File: src/rtl/operand_mux_stage.sv
// Registered N-way operand selector with zero/sign extension and a 2-entry skid buffer.
// Optional select range checking is enabled by defining OPMUX_SEL_CHECK_EN.
module operand_mux_stage #(
   parameter int unsigned NUM_IN = 4,
   parameter int unsigned IN_W   = 14,
   parameter int unsigned OUT_W  = 19,
   parameter int unsigned SEL_W  = 2
) (
   input  logic                     clk,
   input  logic                     rst,
   input  logic [NUM_IN*IN_W-1:0]   in_bus,
   input  logic [SEL_W-1:0]         in_sel,
   input  logic                     in_sext,
   input  logic                     in_valid,
   output logic                     in_ready,
   output logic [OUT_W-1:0]         out_data,
   output logic                     out_valid,
   input  logic                     out_ready,
   output logic                     sel_err
);

   localparam logic [1:0] EMPTY = 2'd0;
   localparam logic [1:0] ONE   = 2'd1;
   localparam logic [1:0] TWO   = 2'd2;

   logic [1:0]       state;
   logic [1:0]       state_nxt;
   logic [OUT_W-1:0] main_nxt;
   logic [OUT_W-1:0] skid_q;
   logic [OUT_W-1:0] skid_nxt;
   logic [IN_W-1:0]  src;
   logic [OUT_W-1:0] ext;
   logic             in_xfer;
   logic             out_xfer;

   assign in_xfer  = in_valid & in_ready;
   assign out_xfer = out_valid & out_ready;

   // Source select; an index with no matching source yields zero.
   always_comb begin
      src = '0;
      for (int unsigned k = 0; k < NUM_IN; k++) begin
         if (in_sel == SEL_W'(k)) begin
            src = in_bus[k*IN_W +: IN_W];
         end
      end
   end

   if (OUT_W > IN_W) begin : g_ext
      assign ext = {{(OUT_W-IN_W){in_sext & src[IN_W-1]}}, src};
   end else begin : g_noext
      assign ext = src;
   end

   // State and data registers; handshake flags are registered from the next state.
   always_ff @(posedge clk or posedge rst) begin
      if (rst) begin
         state     <= EMPTY;
         out_data  <= '0;
         skid_q    <= '0;
         in_ready  <= 1'b1;
         out_valid <= 1'b0;
      end else begin
         state     <= state_nxt;
         out_data  <= main_nxt;
         skid_q    <= skid_nxt;
         in_ready  <= (state_nxt != TWO);
         out_valid <= (state_nxt != EMPTY);
      end
   end

   always_comb begin
      state_nxt = state;
      main_nxt  = out_data;
      skid_nxt  = skid_q;
      case (state)
         EMPTY: begin
            if (in_xfer) begin
               state_nxt = ONE;
               main_nxt  = ext;
            end
         end
         ONE: begin
            if (in_xfer && !out_xfer) begin
               state_nxt = TWO;
               skid_nxt  = ext;
            end else if (!in_xfer && out_xfer) begin
               state_nxt = EMPTY;
            end else if (in_xfer && out_xfer) begin
               main_nxt  = ext;
            end
         end
         TWO: begin
            if (out_xfer) begin
               state_nxt = ONE;
               main_nxt  = skid_q;
            end
         end
         default: begin
            state_nxt = EMPTY;
         end
      endcase
   end

`ifdef OPMUX_SEL_CHECK_EN
   logic sel_oor;
   assign sel_oor = (32'(in_sel) >= NUM_IN);

   // Sticky flag, cleared only by reset.
   always_ff @(posedge clk or posedge rst) begin
      if (rst) begin
         sel_err <= 1'b0;
      end else if (in_xfer && sel_oor) begin
         sel_err <= 1'b1;
      end
   end
`else
   assign sel_err = 1'b0;
`endif

endmodule
File: config.mk
export PLATFORM = sky130hd
export DESIGN_NAME = operand_mux_stage
export DESIGN_NICKNAME = d
export VERILOG_FILES = /design/src/rtl/operand_mux_stage.sv
export SDC_FILE = /design/constraint.sdc
export NUM_CORES = 1
export LEC_CHECK = 0
export ABC_AREA = 1
export CORE_ASPECT_RATIO = 0.7
export CORE_MARGIN = 2
export CORE_UTILIZATION = 38
export DETAILED_ROUTE_END_ITERATION = 8
export HOLD_SLACK_MARGIN = 0.08
export MAX_ROUTING_LAYER = met4
export PLACE_DENSITY = 0.76
export RECOVER_POWER = 25
export SLEW_MARGIN = 0
export SYNTH_ARGS = -nofsm -noshare
export SYNTH_HDL_FRONTEND = slang
export SYNTH_SLANG_ARGS = --single-unit
export TNS_END_PERCENT = 100
File: constraint.sdc
create_clock -name clk -period 1.2 [get_ports clk]
set_input_delay 0.18 -clock clk [delete_from_list [all_inputs] [get_ports clk]]
set_output_delay 0.18 -clock clk [all_outputs]
set_load 0.005 [all_outputs]
==> results.md, run 1 <==
Power and ir drop:
- The design draws approximately 0.0065 W.
- The power density over cell area is 1989 nW/um^2.
- The leakage power of the design is between 1.5 and 2 nW.
- IR analysis of the VDD net gives a maximum drop of slightly above 0.9 mV.

Clock network:
- The clock transition at the registers of the reported paths is approximately 0.080 ns.
- The clock tree buffer depth is 2.
- The count of H-tree levels built during CTS is 2.
- The count of hold buffers inserted by post-cts repair is 0.
- At the later pin of the worst-skew pair, clock insertion delay measures 0.29 ns.
- The cell at the root of the clock tree is sky130_fd_sc_hd__clkbuf_8.
- The TritonCTS buffer count is 5.
- TritonCTS built the clock tree.
- Clock tree synthesis found a total of 34 sinks.

Placement:
- Input and output buffers added on the ports amount to 83.
- Summed over all nets, the half-perimeter wirelength after detailed placement is 4187 um.
- At the end of routability-driven placement, the weighted congestion stood at slightly above 0.9.

Floorplan:
- The initial utilization of the core area, before any placement, comes to 40.50%.
- The height of the die is 64.39 um.
- The die covers just under 6000 um^2.
- The count of boundary I/O pins is 85.
- The core region area is between 4000 and 5000 um^2.
- The row count is 21.
- The die extent in x is ~90 um.

Synthesis:
- The share of synthesized registers carrying an async set or reset is 100.0%.
- The most common cell in the synthesized netlist is sky130_fd_sc_hd__nand2_1.
- Counting every net in the synthesized netlist gives around 350.
- The library cell occupying the most area in the post-synthesis netlist is sky130_fd_sc_hd__dfrtp_1.
- The mapped netlist covers roughly 2000 um^2.
- Summing the sequential cell areas from Yosys gives between 40% and 50% of the chip area.
- After technology mapping, the gate count stands at approximately 290.
- The average footprint of a synthesized cell is ~6.9 um^2.
- By area the synthesized netlist is led by sky130_fd_sc_hd__dfrtp_1 (42%), sky130_fd_sc_hd__nand2_1 (23%), sky130_fd_sc_hd__nor2_1 (6.3%).
- Synthesis instantiated 21 different standard cells from the library.
- The share of synthesized area in the top cell type comes to 41.72%.
- Counting flops and latches in the post-synthesis netlist gives 34.
- For this run, the number of Yosys warnings is 0.
- The synthesized design contains 0 enable-type register cells.
- The most used flip-flop cell after synthesis is sky130_fd_sc_hd__dfrtp_1.
- After synthesis, the most frequently instantiated cells are sky130_fd_sc_hd__nand2_1 (121), sky130_fd_sc_hd__dfrtp_1 (33), sky130_fd_sc_hd__nor2_1 (33).

Outcome:
- The final reports fail on negative setup slack.
- The run finished, with violations left.

GRT:
- The first global-routing pass estimated 9211 um of wire.
- Across every metal layer, demand over resource in global routing totals 20.31%.
- The pin count of the biggest net entering global routing is 32.
- The via count of the first global-routing pass came to 2052.
- Global routing finished with a remaining overflow of 0.
- The initial antenna violation count is 0.

Timing:
- The final worst-path cycle share is 120.3%.
- Setup violations remaining at the end of the flow were counted as 35.
- The number of max-slew violations in the final report came to 0.
- Setup repair after global routing could not meet its margin everywhere.
- The hold violation total from the final report is 0.
- The maximum clock skew at final layout is between 0.01 and 0.015 ns.
- For this run, the top clock speed supported by timing is between 600 and 700 MHz.
- The setup slack after layout is -0.2439 ns.
- Hold is met by between 0.2 and 0.25 ns.
- The worst path in the final design needs a cycle of 1.444 ns, including I/O delays and setup.

Detailed routing:
- The number of nets with antenna violations after routing is 0.
- The detailed router placed 2123 vias in this run.
- The post-detailed-route DRC marker count is 0.
- The first-pass iteration count of the detailed router is 5.
- The total detailed-routing wirelength is 5861 um.
- In the routed layout, each cell is associated on average with a via count of approximately 4.7.
- For this block, the initial DRC count from the detailed router was 100.
- The routed wirelength normalized by instance count is 13.02 um.

Layout:
- The signed area change from the synthesized netlist to the final layout is 66.31%.
- For this run, the post-layout net count is 443.
- The antenna diode count is 0.
- After filler insertion, the fill cell instance count of the layout stands at approximately 440.
- The fraction of layout instances using a drive strength above 1 is between 15 and 20%.

Worst setup path:
- The data arrival time of the critical path is between 1.5 and 2 ns.
- In this run the critical register-to-register path is launched from in_ready.
- The maximum fanout along the worst path is 28.
- STA puts the critical path data required time at 1.41 ns.
- The worst setup path is of the flop to flop kind.
- The worst setup path startpoint is in_ready.
- The worst setup path is captured at a flop.
- The worst setup path is launched from a flop.

Run:
- The number of maximum-capacitance constraint violations is 0.

Worst hold path:
- The class of the worst hold path is input pin to async pin.
## worst max-delay path, cell delays in order (launching register included)
cell and delay [ns]:
sky130_fd_sc_hd__dfstp_2 0.54, sky130_fd_sc_hd__buf_6 0.09, sky130_fd_sc_hd__nand2_4 0.05, sky130_fd_sc_hd__nor2_4 0.12, sky130_fd_sc_hd__buf_4 0.13, sky130_fd_sc_hd__nand3_4 0.08, sky130_fd_sc_hd__buf_12 0.18, sky130_fd_sc_hd__o21ai_0 0.18
## cell families (layout without fill, tap and decap cells)
family	count (synthesis)	count (layout)	share of synthesized area, %
compound gates	32	32	8.597
buf+inv	28	123	8.217
flops	34	34	43.05
other cells	1	1	0.1895
simple gates	190	191	39.95
## through the flow
step | area [um^2] | std cells | setup WS [ns] | utilization (%) | TNS, ns
CTS | 3168 | 448 | -0.1868 | 64.82 | -5.273
global route | 3292 | 450 | -0.3489 | 67.36 | -9.980
floorplan | 2008 | 285 | -0.01961 | - | -0.2483
global placement | 2944 | 433 | -0.4167 | 60.24 | -12.13
finish | 3292 | 450 | -0.2439 | 67.36 | -6.740
detailed placement | 2944 | 433 | -0.5242 | 60.24 | -14.55
## registers in the layout, indices dropped and copies added (netlist names)
register	cells
in_ready	1
state	2
skid_q	15
out_valid	1
out_data	15
## final timing paths
kind	cells past startpoint	endpoint	slack, ns
min	2	out_data[8]	0.23
max	7	skid_q[4]	-0.24
min reg2reg	2	out_data[8]	0.48
max in group asynchronous	3	in_ready	0.30
max reg2reg	7	skid_q[4]	-0.24
min in group clk	2	out_data[8]	0.48
## cell type report
type | instances | area [um^2] | share of cell area, %
clock inverter | 3 | 68.82 | 2.090
tap | 69 | 86.33 | 2.623
inverter | 8 | 32.53 | 0.9882
clock buffer | 5 | 68.82 | 2.090
multi-input combinational | 224 | 1085 | 32.95
sequential | 34 | 852.1 | 25.88
timing repair buffer | 107 | 1099 | 33.37
## report_power, final
group / switching [W] / internal [W] / total (W)
clock: 0.000469 / 0.000833 / 0.00130
combinational: 0.00158 / 0.00163 / 0.00320
sequential: 0.000343 / 0.00170 / 0.00204
total: 0.00239 / 0.00416 / 0.00655
## per-layer routing
layer	part of all wire, %	GRT usage, %	vias up
met2	52	36.47	52
met4	0.53	4.231	0
met1	43	23.48	992
li1	-	-	1075
met5	0	-	-
met3	4.2	4.835	4
## placed cells by master (no fill, tap or decap), drive strengths merged, types with 2 or more instances in the layout
master | netlist | final
buf | 17 | 20
bufinv | 0 | 2
clkbuf | 3 | 9
clkdlybuf4s50 | 0 | 60
dfrtp | 33 | 33
dlygate4sd2 | 0 | 21
inv | 8 | 8
nand2 | 122 | 122
nand3 | 18 | 18
nor2 | 35 | 36
o21ai | 31 | 31
or2 | 14 | 14
## what timing repair did
item	CTS	global route
cloned	1	2
buffers inserted	6	0
endpoints found under the setup margin	54	40
pin swaps	6	8
resized for setup	39	26
Note: power is estimated with default switching activity, not from simulation.
==> inputs of run 2 (changes only) <==
- CORE_UTILIZATION: 38 -> 40
- CTS_BUF_LIST: default -> sky130_fd_sc_hd__clkbuf_8
- PLACE_DENSITY: 0.76 -> 0.79
==> run 2 against run 1 <==
Compared with the run above: clock power shrank 21%; critical path depth is the same; the flow still finishes with violations (negative setup slack); critical path type unchanged; via count grew 0.42%; wire length shrank 4.6%; combinational power shrank 4%; die area shrank 4.7%; final cell count shrank 0.22%; sequential cell count is the same; clock skew shrank 0.0069 ns; clock-buffer cell count is the same; non-clock buffer count is the same; critical endpoint is now skid_q[10].
==> results.md, run 2 (synthesis gave the netlist of run 1 again) <==
Worst setup path:
- In this run the critical register-to-register path is launched from in_ready.
- The worst setup path startpoint is in_ready.
- The minimum setup slack among reg-to-reg paths is -0.16 ns (+0.08 ns).
- The maximum fanout along the worst path is 8 (-71%).
- The number of cells on the worst reg-to-reg path is 7 (unchanged).
- In this run the worst setup path terminates at skid_q[10].
- STA classifies the critical path startpoint as a flop.
- The required time of the critical path was 1.36 ns (-0.05 ns).
- The endpoint of the worst-slack reg-to-reg timing path is skid_q[10].
- The critical path is of the flop to flop type.
- The worst setup path is captured at a flop.
- The data arrival time of the critical path was 1.52 ns (-0.14 ns).

Layout:
- The library cell used most frequently in the layout, excluding fill and tap cells, is sky130_fd_sc_hd__nand2_1.
- The number of nets in the layout is 442 (-0.23%).
- Relative to the synthesized area, the layout overhead comes to 63.59%.
- Leaving out fill and tap cells, the most frequent cells in the layout are sky130_fd_sc_hd__nand2_1 (105), sky130_fd_sc_hd__clkdlybuf4s50_1 (60), sky130_fd_sc_hd__dfrtp_1 (33), sky130_fd_sc_hd__nor2_1 (26), sky130_fd_sc_hd__dlygate4sd2_1 (18).
- The fraction of layout instances using a drive strength above 1 is 20.53% (+3.2 points).
- The final standard cell area without fillers is 3238 um^2 (-1.6%).
- The largest registers in the layout are out_data x15, skid_q x15, state x2.
- The antenna diode count is 0 (unchanged).
- The number of inserted filler cells in the final layout is 428 (-3.6%).

Clock network:
- The clock latency at the later pin of the worst-skew pair is 0.28 ns (about the same).
- The clock transition at the registers of the reported paths is 0.08 ns (about the same).
- The TritonCTS buffer count is 5 (unchanged).
- The clock tree buffer depth is 2 (unchanged).
- The count of H-tree levels built during CTS came to 2 (unchanged).
- The count of clock tree sinks was 34 (unchanged).
- TritonCTS built the clock tree.
- In this run the clock root is driven by a sky130_fd_sc_hd__clkbuf_8.

Floorplan:
- The die extent in x is 88.08 um (-2.4%).
- The row count came to 21 (unchanged).
- The die area came to 5536 um^2 (-4.7%).
- The initial core utilization is 41.39% (+0.89 points).
- The count of boundary I/O pins came to 85 (unchanged).
- The core region area is 4782 um^2 (-2.2%).
- The height of the die came to 62.86 um (-2.4%).

Power and ir drop:
- The power density over cell area came to 1905 nW/um^2 (-4.2%).
- The leakage power of the design was 1.604 nW (-0.66%).
- The maximum vdd drop was 1.108 mV (+20%).

Timing:
- The number of max-slew violations in the final report is 0 (unchanged).
- For the pin with the worst max-slew slack, the measured transition is slightly above 0.8 ns.
- The highest clock frequency the design can meet is 735.5 MHz (+6.2%).
- The setup slack after layout is -0.1596 ns (+0.08420 ns).
- The final number of setup-violating endpoints came to 34 (-2.9%).
- The maximum clock skew at final layout is 0.005860 ns (-0.006860 ns).
- The final worst-path cycle share is 113.3% (-7.0 points).
- The post-route minimum period is 1.360 ns (-0.08420 ns).
- Setup repair after global routing could not meet its margin everywhere.
- Headroom to the max-slew limit came out at between 40 and 50%.
- The tightest hold margin is 0.4508 ns (+0.2211 ns).
- The hold violation total from the final report is 0 (unchanged).

Placement:
- The total placed instance area is 2957 um^2 (+0.43%).
- The final RePlAce weighted congestion came to 0.8567 (-6.4%).
- The half-perimeter wire length after detailed placement came to 3984 um (-4.8%).
- The worst setup slack after placement was -0.4491 ns (+0.07507 ns).
- The number of input and output port buffers inserted is 83 (unchanged).

GRT:
- The overall global routing resource usage came to 21.41% (+1.1 points).
- The pin count of the biggest net entering global routing came to 35 (+9.4%).
- The global-route wire length before repair is 9211 um (unchanged).
- The via count of the first global-routing pass is 2060 (+0.39%).
- The initial antenna violation count is 0 (unchanged).
- The sum of overflow across all layers after global routing was 0 (unchanged).

Worst hold path:
- The class of the worst hold path is input pin to async pin.

Detailed routing:
- The routed wirelength normalized by instance count is 12.45 um (-4.4%).
- The via count normalized by instance count came to 4.748 (+0.65%).
- The first-pass iteration count of the detailed router is 4 (-1).
- The number of nets with antenna violations after routing is 0 (unchanged).
- The DRC violation total after the first TritonRoute iteration came to 97 (-3.0%).
- The post-detailed-route DRC marker count is 0 (unchanged).
- The total via count in the routed design was 2132 (+0.42%).
- The total detailed-routing wirelength was 5591 um (-4.6%).

Run:
- The number of maximum-capacitance constraint violations is 0 (unchanged).

Outcome:
- The run finished, with violations left.
- The final reports fail on negative setup slack.
## run 2: cell types whose count changed in the layout (fill, tap and decap cells not counted), moves of 4 or more
cell,previous run,this run
sky130_fd_sc_hd__o21ai_2,1,8
sky130_fd_sc_hd__nand2_1,117,105
sky130_fd_sc_hd__nor2_1,17,26
sky130_fd_sc_hd__buf_4,9,15
sky130_fd_sc_hd__o21ai_0,18,14
sky130_fd_sc_hd__nand2_2,4,13
sky130_fd_sc_hd__buf_6,6,2
sky130_fd_sc_hd__nor2_4,9,2
## run 2: worst min path at each step
stage	slack, ns	end
after floorplan	0.32	out_data[0]
after global placement	0.47	out_data[6]
after detailed placement	0.46	out_data[2]
after CTS	0.25	out_data[1]
after global routing	0.50	out_data[2]
final	0.45	skid_q[12]
## run 2: per-stage QoR
step / power, W / utilization, % / cells / setup TNS (ns)
floorplan: 0.003535 / - / 285 / -0.2483
global placement: 0.004662 / 61.83 / 433 / -11.83
detailed placement: 0.004746 / 61.83 / 433 / -12.89
CTS: 0.005739 / 64.84 / 446 / -2.909
global route: 0.006675 / 67.71 / 449 / -6.387
finish: 0.006167 / 67.71 / 449 / -3.997
## run 2: timing repair
| item | 4_1_cts | 5_1_grt |
|---|---|---|
| setup endpoints to repair | 52 | 38 |
| hold buffers | 0 | 0 |
| setup buffers | 5 | 0 |
| pin swaps | 1 | 2 |
| resized for setup | 36 | 40 |
| cloned | 0 | 3 |
| endpoints found under the hold margin | 0 | 0 |
## run 2: worst max-delay path, cell delays in order (launching register included)
cell and delay, ns:
sky130_fd_sc_hd__dfstp_2 0.53, sky130_fd_sc_hd__nand2_2 0.05, sky130_fd_sc_hd__nor2_2 0.09, sky130_fd_sc_hd__buf_4 0.12, sky130_fd_sc_hd__nand3_4 0.12, sky130_fd_sc_hd__clkbuf_16 0.21, sky130_fd_sc_hd__nand2_2 0.05, sky130_fd_sc_hd__o21ai_1 0.06
## run 2: metal layers
metal	routed length (um)	GRT usage [%]	part of all wire [%]
met1	2447	27.53	44
met2	2736	35.13	49
met3	367	5.152	6.6
met4	39	3.409	0.70
met5	0	-	0
## run 2: area by class of cell
| class | count | area [um^2] | share of cell area [%] |
|---|---|---|---|
| Clock inverter | 3 | 40.04 | 1.236 |
| Multi-Input combinational cell | 223 | 1092 | 33.73 |
| Inverter | 8 | 30.03 | 0.9274 |
| Clock buffer | 5 | 68.82 | 2.125 |
| Tap cell | 69 | 86.33 | 2.666 |
| Timing Repair Buffer | 107 | 1069 | 33.00 |
| Sequential cell | 34 | 852.1 | 26.31 |
## run 2: power breakdown
part | internal (W) | total, W | switching [W]
registers | 0.00170 | 0.00207 | 0.000369
clock network | 0.000611 | 0.00103 | 0.000420
logic | 0.00156 | 0.00307 | 0.00151
total | 0.00387 | 0.00617 | 0.00229
==> inputs of run 3 (changes only) <==
- CTS_CLUSTER_SIZE: default -> 30
==> results of run 3 <==
No change in the layout: final DEF, timing and power equal those of run 2.
